[config.mk]
export PLATFORM = sky130hd
export DESIGN_NAME = fv_fifo_wr_arbiter
export DESIGN_NICKNAME = d
export VERILOG_FILES = /design/src/rtl/fv_fifo_wr_arbiter_pkg.sv /design/src/rtl/fv_fifo_wr_arbiter_rr_pick.sv /design/src/rtl/fv_fifo_wr_arbiter.sv
export SDC_FILE = /design/constraint.sdc
export NUM_CORES = 1
export LEC_CHECK = 0
export BUFFER_PORTS_ARGS = -buffer_cell sky130_fd_sc_hd__buf_2
export CELL_PAD_IN_SITES_DETAIL_PLACEMENT = 1
export CELL_PAD_IN_SITES_GLOBAL_PLACEMENT = 1
export CORE_MARGIN = 2
export CORE_UTILIZATION = 33
export DETAILED_ROUTE_END_ITERATION = 10
export PLACE_DENSITY_LB_ADDON = 0.1
export SLEW_MARGIN = 20
export SYNTH_ARGS = -nofsm -noshare
export SYNTH_HDL_FRONTEND = slang
export SYNTH_SLANG_ARGS = --single-unit
[constraint.sdc]
create_clock -name clk -period 3.63 [get_ports clk]
set_input_delay 0.363 -clock clk [delete_from_list [all_inputs] [get_ports clk]]
set_output_delay 0.363 -clock clk [all_outputs]
set_load 0.01 [all_outputs]
[src/rtl/fv_fifo_wr_arbiter_pkg.sv]
// ---------------------------------------------------------------------------
// fv_fifo_wr_arbiter_pkg
// Shared types and defaults for the feature-vector FIFO write arbiter.
//   fv_info2fv_fifo_t : one feature-vector beat as written into FV_Sync_FIFO
//   NUM_REQ_DEF       : default number of producers sharing the write port
//   BURST_MAX_DEF     : default beats per grant before forced rotation
//   arb_state_e       : arbiter FSM states
//   next_idx()        : modulo-n increment used for the round-robin pointer
// ---------------------------------------------------------------------------
package fv_fifo_wr_arbiter_pkg;

    localparam int FV_DATA_W     = 32;
    localparam int NUM_REQ_DEF   = 4;
    localparam int BURST_MAX_DEF = 8;

    typedef logic [FV_DATA_W-1:0] fv_info2fv_fifo_t;

    typedef enum logic {
        ST_IDLE = 1'b0,
        ST_LOCK = 1'b1
    } arb_state_e;

    function automatic int next_idx(input int idx, input int n);
        return (idx + 1 >= n) ? 0 : idx + 1;
    endfunction

endpackage

[src/rtl/fv_fifo_wr_arbiter_rr_pick.sv]
// ---------------------------------------------------------------------------
// fv_fifo_wr_arbiter_rr_pick
// Combinational round-robin first-one finder. Searches req_valid starting at
// rr_ptr and wrapping modulo NUM_REQ.
//   req_valid : per-requester valid
//   rr_ptr    : index with highest priority this cycle
//   winner    : first valid index found from rr_ptr
//   found     : at least one requester is valid
// ---------------------------------------------------------------------------
module fv_fifo_wr_arbiter_rr_pick
    import fv_fifo_wr_arbiter_pkg::*;
#(
    parameter int NUM_REQ = NUM_REQ_DEF
) (
    input  logic [NUM_REQ-1:0]         req_valid,
    input  logic [$clog2(NUM_REQ)-1:0] rr_ptr,
    output logic [$clog2(NUM_REQ)-1:0] winner,
    output logic                       found
);

    localparam int PTR_W = $clog2(NUM_REQ);

    always_comb begin
        int idx;
        idx    = 0;
        winner = '0;
        found  = 1'b0;
        for (int i = 0; i < NUM_REQ; i++) begin
            idx = int'(rr_ptr) + i;
            if (idx >= NUM_REQ) begin
                idx = idx - NUM_REQ;
            end
            if (!found && req_valid[idx]) begin
                found  = 1'b1;
                winner = PTR_W'(idx);
            end
        end
    end

endmodule

[src/rtl/fv_fifo_wr_arbiter.sv]
// ---------------------------------------------------------------------------
// fv_fifo_wr_arbiter
// Shares the write port of one FV_Sync_FIFO between NUM_REQ producers.
// Round-robin arbitration with packet lock: a granted requester keeps the
// port until its last beat or until BURST_MAX beats have been accepted.
// One registered output stage drives winc/wdata and holds while wfull.
//   clk, rst_n   : clock, async active-low reset
//   req_valid    : per-requester beat valid
//   req_last     : last beat of the requester's packet
//   req_data     : per-requester beat payload
//   req_ready    : beat accepted when valid & ready
//   fifo_winc    : FIFO write enable (output stage valid)
//   fifo_wdata   : FIFO write data (output stage data)
//   fifo_wfull   : FIFO full
//   grant_id     : current / most recent owner
//   busy         : packet locked or output stage occupied
// ---------------------------------------------------------------------------
module fv_fifo_wr_arbiter
    import fv_fifo_wr_arbiter_pkg::*;
#(
    parameter int NUM_REQ   = NUM_REQ_DEF,
    parameter int BURST_MAX = BURST_MAX_DEF
) (
    input  logic                       clk,
    input  logic                       rst_n,
    input  logic [NUM_REQ-1:0]         req_valid,
    input  logic [NUM_REQ-1:0]         req_last,
    input  fv_info2fv_fifo_t           req_data [NUM_REQ],
    output logic [NUM_REQ-1:0]         req_ready,
    output logic                       fifo_winc,
    output fv_info2fv_fifo_t           fifo_wdata,
    input  logic                       fifo_wfull,
    output logic [$clog2(NUM_REQ)-1:0] grant_id,
    output logic                       busy
);

    localparam int PTR_W = $clog2(NUM_REQ);
    localparam int CNT_W = $clog2(BURST_MAX + 1);

    arb_state_e       state_q, state_d;
    logic [PTR_W-1:0] rr_ptr_q, rr_ptr_d;
    logic [CNT_W-1:0] beat_cnt_q, beat_cnt_d;
    logic             out_valid_q, out_valid_d;
    fv_info2fv_fifo_t out_data_q, out_data_d;
    logic [PTR_W-1:0] grant_id_q, grant_id_d;

    logic [PTR_W-1:0] winner;
    logic [PTR_W-1:0] sel;
    logic             found;
    logic             drain;
    logic             can_load;
    logic             accept;
    logic             release_now;

    fv_fifo_wr_arbiter_rr_pick #(
        .NUM_REQ (NUM_REQ)
    ) u_rr_pick (
        .req_valid (req_valid),
        .rr_ptr    (rr_ptr_q),
        .winner    (winner),
        .found     (found)
    );

    always_comb begin
        drain    = out_valid_q & ~fifo_wfull;
        can_load = ~out_valid_q | drain;
        // In IDLE the round-robin winner is offered the port; in LOCK only the owner.
        sel      = (state_q == ST_IDLE) ? winner : grant_id_q;

        req_ready = '0;
        if (rst_n && can_load && ((state_q == ST_LOCK) || found)) begin
            req_ready[sel] = 1'b1;
        end
        accept = req_valid[sel] & req_ready[sel];

        // beat_cnt is 0 in IDLE, so this also covers BURST_MAX==1 on the first beat.
        release_now = req_last[sel] | (beat_cnt_q == CNT_W'(BURST_MAX - 1));

        state_d     = state_q;
        rr_ptr_d    = rr_ptr_q;
        beat_cnt_d  = beat_cnt_q;
        out_valid_d = out_valid_q;
        out_data_d  = out_data_q;
        grant_id_d  = grant_id_q;

        // A load overwrites a draining beat in the same cycle for full throughput.
        if (accept) begin
            out_data_d  = req_data[sel];
            out_valid_d = 1'b1;
        end else if (drain) begin
            out_valid_d = 1'b0;
        end

        if (accept) begin
            grant_id_d = sel;
            if (release_now) begin
                state_d    = ST_IDLE;
                rr_ptr_d   = PTR_W'(next_idx(int'(sel), NUM_REQ));
                beat_cnt_d = '0;
            end else begin
                state_d    = ST_LOCK;
                beat_cnt_d = beat_cnt_q + 1'b1;
            end
        end
    end

    always_ff @(posedge clk or negedge rst_n) begin
        if (!rst_n) begin
            state_q     <= ST_IDLE;
            rr_ptr_q    <= '0;
            beat_cnt_q  <= '0;
            out_valid_q <= 1'b0;
            out_data_q  <= '0;
            grant_id_q  <= '0;
        end else begin
            state_q     <= state_d;
            rr_ptr_q    <= rr_ptr_d;
            beat_cnt_q  <= beat_cnt_d;
            out_valid_q <= out_valid_d;
            out_data_q  <= out_data_d;
            grant_id_q  <= grant_id_d;
        end
    end

    assign fifo_winc  = out_valid_q;
    assign fifo_wdata = out_data_q;
    assign grant_id   = grant_id_q;
    assign busy       = (state_q == ST_LOCK) | out_valid_q;

endmodule

==> impl_metrics.csv, run 1 <==
group,metric,value,unit
drt,remaining_drc_errors,0,
drt,drtPass1Iterations,4,
critical_path,critPathMaxFanout,39,
sta,period_minus_slack,3.195,ns
global_route,antenna_found_initial,0,
final_layout,final_cells,593,
hold_path,hp-class,"in2async",
final_layout,n_fill_cell,1161,
yosys,synth.top_cell.area_share,32.50,%
sta,rsz0062_at_grt,"no",
cts,cts.sink_count,42,
critical_path,arrival,3.38,ns
sta,hold_ws,0.1651,ns
global_route,grt_max_degree,43,
cts,cts_tree,"yes",
floorplanning,num_rows,36,
yosys,synthSimpleGateAreaFrac,6.422,%
yosys,synth_seq_area_share,32.50,%
cts,htree_levels,2,
placement,io_buffers,178,
cts,ctsLongestPathBuffers,2,
critical_path,crit_required,3.81,ns
sta,finalSetupViolCount,0,
critical_path,worst-setup-path-type,"reg2reg",
global_route,grt.overflow.total,0,
yosys,synth_enable_flop_cells,0,
drt,drt_iter0_drc,47,
placement,hpwl,7309,um
yosys,synth_xor_area_share,0,%
yosys,muxShareOfSynthArea,44.95,%
drt,finalWirelength,9364,um
final_layout,antenna_cells,0,
final_layout,area_delta_synth_final,33.08,%
placement,dp_slack,0.3046,ns
sta,finalMaxSlewViolations,0,
global_route,grt_pass1_wl,14200,um
sta,relSlewSlack,59.36,%
final_layout,drive_above_1_share,52.61,%
sta,hold_viol,0,
floorplanning,fp.dieH,103,um
cts,cts_resized,0,
drt,via_per_inst,4.960,
sta,fin_ws,0.4354,ns
global_route,track_usage,16.99,%
floorplanning,core,9639,um2
yosys,ys_ff_latch,42,
power_and_ir_drop,ir_drop,0.3561,mV
power_and_ir_drop,total_power,3.911,mW
sta,fmax,313.0,MHz
drt,antenna_left,0,
global_route,grt_pass1_vias,2848,
placement,dpl.cell_count,585,
critical_path,setup.worst_path.start_class,"flip-flop",
sta,skew,0.003934,ns
floorplanning,num_io_pins,179,
critical_path,timing.rr.end,"fifo_wdata[10]",
power_and_ir_drop,leakage,2.217,nW
sta,setup_tns,0,ns
yosys,yosysWarnings,0,
placement,dpl_cell_area,4217,um2
yosys,yosys-top-cells-area,"dfrtp_1 (32%), mux2i_1 (30%), mux2_2 (11%)",
cts,clk_pin_slew,0.09,ns
yosys,synth_cell_types,52,
critical_path,rrSetupSlack,0.44,ns
floorplanning,initial_core_util,33.55,%
yosys,syn_nets,430,
yosys,syn_area,3234,um2
drt,post_drt_wl_per_cell,15.79,um
yosys,synth_top_area_cell,"dfrtp_1",
critical_path,critPathLaunch,"rr_ptr_q[0]",
critical_path,reg2reg_from,"rr_ptr_q[0]",
final_layout,final_nets,601,
yosys,synth_top_family_by_area,"multiplexers",
yosys,synthCells,288,
cts,cts_inserted_buffers,5,
yosys,synth_ff_type,"dfrtp_1",
cts,post-cts-setup-buffer-count,0,
cts,cts_root_buffer,"clkbuf_8",
critical_path,cp-endpoint,"fifo_wdata[10]",
power_and_ir_drop,p_per_area,908.6,nW/um2
floorplanning,dieArea,10610,um2
cts,clock_latency,0.29,ns
yosys,synth_compound_area_share,10.06,%
flow_run,max_cap_viol_count,0,
floorplanning,dieWidth,103,um
drt,vias,2941,
outcome,status,"finished, final reports clean",
yosys,syn_area_per_cell,11.23,um2
sta,tightest_slew,0.6097,ns
cts,hold_buffers,0,
final_layout,final_core_util,44.65,%
placement,gp_congestion,0.8381,
yosys,synth-async-reset-ratio,100.0,%
sta,min_period_over_period,88.01,%
yosys,synthAdderAreaFrac,1.161,%
final_layout,fin_area,4304,um2
critical_path,r2r_cells,9,
critical_path,end_kind,"flip-flop",
sequential cells by signal, indices dropped and copies added (netlist names):
name and flops:
fifo_winc 1, beat_cnt_q 4, fifo_wdata 32, grant_id 2
rr_ptr_q 2, state_q 1
cell usage after synthesis, types with 2 or more instances:
library cell	number
a21o_1	3
a21oi_1	5
a22oi_1	2
and2_1	2
buf_2	13
buf_6	4
clkbuf_1	3
dfrtp_1	42
ha_1	3
inv_1	6
inv_2	2
mux2_2	32
mux2_4	6
mux2i_1	98
nand2_1	8
nand2b_1	4
nand3_1	3
nand4b_1	2
nor2_1	9
nor3_1	2
o21ai_0	5
o21bai_1	2
o221ai_1	2
o2bb2ai_1	2
worst max-delay path, stage by stage, from the launching register on:
cell and delay [ns]:
dfrtp_1 0.44, or4b_4 0.55, a2111oi_4 0.33, a21oi_2 0.12
clkinv_2 0.09, ha_1 0.17, a21oi_1 0.05, o21ai_1 0.29
and3_4 0.64, mux2_2 0.40
per-layer routing:
layer,vias up,track usage [%],routed length (um)
met1,1418,20.98,3794
met5,-,0,0
met4,0,4.352,112
met2,101,29.77,4862
met3,10,4.068,596
li1,1412,-,-
kinds of logic (layout without fill, tap and decap cells):
kind of cell	Yosys count	count (layout)
AOI/OAI and AO/OA	39	39
buffers and inverters	29	201
muxes	137	137
DFF	42	42
and+or+nand+nor	38	38
adders and majority gates	3	3
area by class of cell:
cell class	instances	area, um2	share of cell area (%)
Clock buffer	5	68.82	1.599
Clock inverter	3	18.77	0.4360
Inverter	8	31.28	0.7267
Multi-Input combinational cell	217	2024	47.03
Sequential cell	42	1051	24.42
Tap cell	133	166.4	3.866
Timing Repair Buffer	185	943.4	21.92
power by group:
group / leakage (nW) / internal, mW / switching, mW
combinational: 1.67 / 1.37 / 1.35
sequential: 0.502 / 0.719 / 0.165
clock: 0.0483 / 0.136 / 0.171
worst min path at each step:
stage / startpoint / to / cells after the start
finish: rst_n / fifo_winc / 2
global route: rst_n / fifo_wdata[0] / 2
CTS: rst_n / fifo_wdata[1] / 2
detailed placement: fifo_wdata[31] / fifo_wdata[31] / 1
global placement: fifo_wdata[1] / fifo_wdata[1] / 1
floorplan: rst_n / beat_cnt_q[0] / 0
layout by cell type, fill, tap and decap left out, types with 3 or more instances in the layout:
cell type,Yosys,layout
nor2_1,9,9
clkinv_2,0,3
a21o_1,3,3
mux2_2,32,32
nand2_1,8,8
nand2b_1,4,4
clkbuf_8,0,5
inv_1,6,6
a21oi_1,5,5
dfrtp_1,42,42
buf_2,13,178
mux2_4,6,6
nand3_1,3,3
mux2i_1,98,98
o21ai_0,5,5
buf_4,1,7
ha_1,3,3
Note: power is estimated with default switching activity, not from simulation.
==> inputs of run 2 (changes only) <==
--- a/config.mk
+++ b/config.mk
@@ -8,9 +8,10 @@
 export BUFFER_PORTS_ARGS = -buffer_cell sky130_fd_sc_hd__buf_2
 export CELL_PAD_IN_SITES_DETAIL_PLACEMENT = 1
 export CELL_PAD_IN_SITES_GLOBAL_PLACEMENT = 1
-export CORE_MARGIN = 2
+export CORE_MARGIN = 1
 export CORE_UTILIZATION = 33
 export DETAILED_ROUTE_END_ITERATION = 10
+export GPL_ROUTABILITY_DRIVEN = 0
 export PLACE_DENSITY_LB_ADDON = 0.1
 export SLEW_MARGIN = 20
 export SYNTH_ARGS = -nofsm -noshare
==> constraint.sdc (replaced) <==
create_clock -name clk -period 3.6 [get_ports clk]
set_input_delay 0.36 -clock clk [delete_from_list [all_inputs] [get_ports clk]]
set_output_delay 0.36 -clock clk [all_outputs]
set_load 0.01 [all_outputs]
==> run 2 against run 1 <==
Register-to-register slack lost 0.05 ns. Combinational power is essentially flat. Via count shrank 2.3%. Sequential power grew 2%. Highest routed layer unchanged. Largest cell class unchanged. Sequential share of layout area shrank 0.25 points. Die area shrank 3.8%. Cell count shrank 0.67%. Clock skew is essentially flat. Routed wire length shrank 4.7%. Utilization grew 1.8 points. Critical path type unchanged. Flip-flop and latch count is the same. Worst hold slack lost 0.0039 ns.
==> impl_metrics.csv, run 2 (synthesis results as in run 1) <==
group,metric,value,unit
cts,cts.sink_count,42,
final_layout,area_delta_synth_final,34.47,%
global_route,grt_max_degree,43,
cts,clk_pin_slew,0.09,ns
critical_path,crit_family,"compound AO/OA/AOI/OAI gates",
critical_path,end_kind,"flip-flop",
power_and_ir_drop,p_per_area,937.3,nW/um2
cts,hold_buffers,0,
final_layout,regArea,1051,um2
floorplanning,fp.dieH,101,um
sta,period_minus_slack,3.212,ns
final_layout,n_fill_cell,1143,
critical_path,cpMaxStageDelayCell,"and3_4",
critical_path,crit_required,3.78,ns
sta,rsz0062_at_grt,"no",
critical_path,cp_num_buf_inv,1,
sta,relSlewSlack,58.43,%
power_and_ir_drop,leakage,2.237,nW
floorplanning,num_rows,35,
critical_path,worst-setup-path-type,"reg2reg",
global_route,antenna_found_initial,0,
final_layout,final_cell_mix,"buf_2 (178), mux2i_1 (98), dfrtp_1 (42), mux2_2 (32), nor2_1 (9)",
hold_path,hp-class,"in2async",
critical_path,reg2reg_from,"rr_ptr_q[1]",
floorplanning,core,9371,um2
outcome,status,"finished, final reports clean",
flow_run,max_cap_viol_count,0,
global_route,track_usage,17.30,%
power_and_ir_drop,ir_drop,0.4757,mV
drt,vias,2872,
sta,finalMaxSlewViolations,0,
critical_path,arrival,3.40,ns
placement,dpl_cell_area,4212,um2
cts,cts_tree,"yes",
final_layout,final_nets,601,
floorplanning,num_io_pins,179,
cts,cts_resized,0,
floorplanning,initial_core_util,34.51,%
drt,post_drt_wl_per_cell,15.16,um
cts,ctsLongestPathBuffers,2,
critical_path,critPathMaxStageDelay,0.61,ns
drt,drt_iter0_drc,37,
drt,drtPass1Iterations,4,
final_layout,final_core_util,46.41,%
global_route,grt.overflow.total,0,
sta,finalSetupViolCount,0,
global_route,grt_pass1_vias,2854,
final_layout,layout_commonest_cell,"buf_2",
critical_path,critPathMaxFanout,39,
placement,io_buffers,178,
final_layout,multi_input_comb_area,2024,um2
drt,remaining_drc_errors,0,
sta,hold_viol,0,
cts,post-cts-setup-buffer-count,0,
sta,skew,0.004312,ns
final_layout,drive_above_1_share,52.61,%
sta,tightest_slew,0.6236,ns
critical_path,crit_chain,"buf_4 > nor2_1 > a211o_1 > o22ai_2 > ha_1 > a21oi_1 > o21ai_1 > and3_4 > mux2_2",
cts,htree_levels,2,
sta,min_period_over_period,89.23,%
floorplanning,dieWidth,101,um
critical_path,setup.worst_path.start_class,"flip-flop",
sta,fmax,311.3,MHz
sta,setup_tns,0,ns
floorplanning,dieArea,10200,um2
final_layout,antenna_cells,0,
drt,antenna_left,0,
critical_path,critPathLaunch,"rr_ptr_q[1]",
cts,cts_root_buffer,"clkbuf_8",
final_layout,fin_area,4349,um2
placement,hpwl,7009,um
drt,via_per_inst,4.876,
cts,cts_inserted_buffers,5,
drt,finalWirelength,8928,um
cts,clock_latency,0.29,ns
global_route,grt_pass1_wl,13820,um
final_layout,largest_reg_flops,32,
run 2: changes by cell type in the layout (fill, tap and decap cells not counted):
cell / before / now
bufinv_16: 0 / 2
clkinv_2: 3 / 1
clkinv_4: 0 / 1
inv_6: 1 / 0
run 2: through the flow:
| step | power (mW) | hold WS (ns) | setup slack [ns] | std cells |
|---|---|---|---|---|
| floorplan | 2.985 | 0.06441 | 0.2999 | 288 |
| global route | 4.404 | 0.2180 | 0.1265 | 589 |
| finish | 4.077 | 0.1612 | 0.3879 | 589 |
| global placement | 3.631 | 0.4843 | 0.4127 | 581 |
| CTS | 4.155 | 0.1909 | 0.3847 | 589 |
| detailed placement | 3.690 | 0.4898 | 0.3000 | 581 |
run 2: per-layer routing:
layer,up-vias,global-route usage [%],wire length [um]
met1,1347,21.30,3839
li1,1415,-,-
met3,7,3.814,501
met4,0,3.567,73
met2,103,30.93,4514
met5,-,0,0
run 2: cell type report:
type	instances	share of cell area (%)
clock inverter	3	1.582
multi-input combinational	217	46.55
tap	129	3.711
inverter	8	0.7192
sequential	42	24.17
timing repair buffer	185	21.69
clock buffer	5	1.582
run 2: power by group:
group	switching (mW)	leakage [nW]	total (mW)	internal, mW
logic	1.35	1.67	2.73	1.38
registers	0.174	0.502	0.899	0.725
clock network	0.171	0.0683	0.449	0.278
run 2: worst paths after layout:
check                           slack, ns              to  depth (start not counted)
worst max register to register       0.39  fifo_wdata[27]                          9
min in group clk                     0.28       fifo_winc                          2
worst min-delay path                 0.16       fifo_winc                          2
worst max-delay path                 0.39  fifo_wdata[27]                          9
worst min register to register       0.51  fifo_wdata[22]                          1
max in group asynchronous            3.07  fifo_wdata[25]                          2
run 2: worst reg2reg max path, cell delays in order (launching register included):
cell	delay (ns)
dfrtp_1	0.47
buf_4	0.22
nor2_1	0.06
a211o_1	0.34
o22ai_2	0.40
ha_1	0.24
a21oi_1	0.04
o21ai_1	0.28
and3_4	0.61
mux2_2	0.43
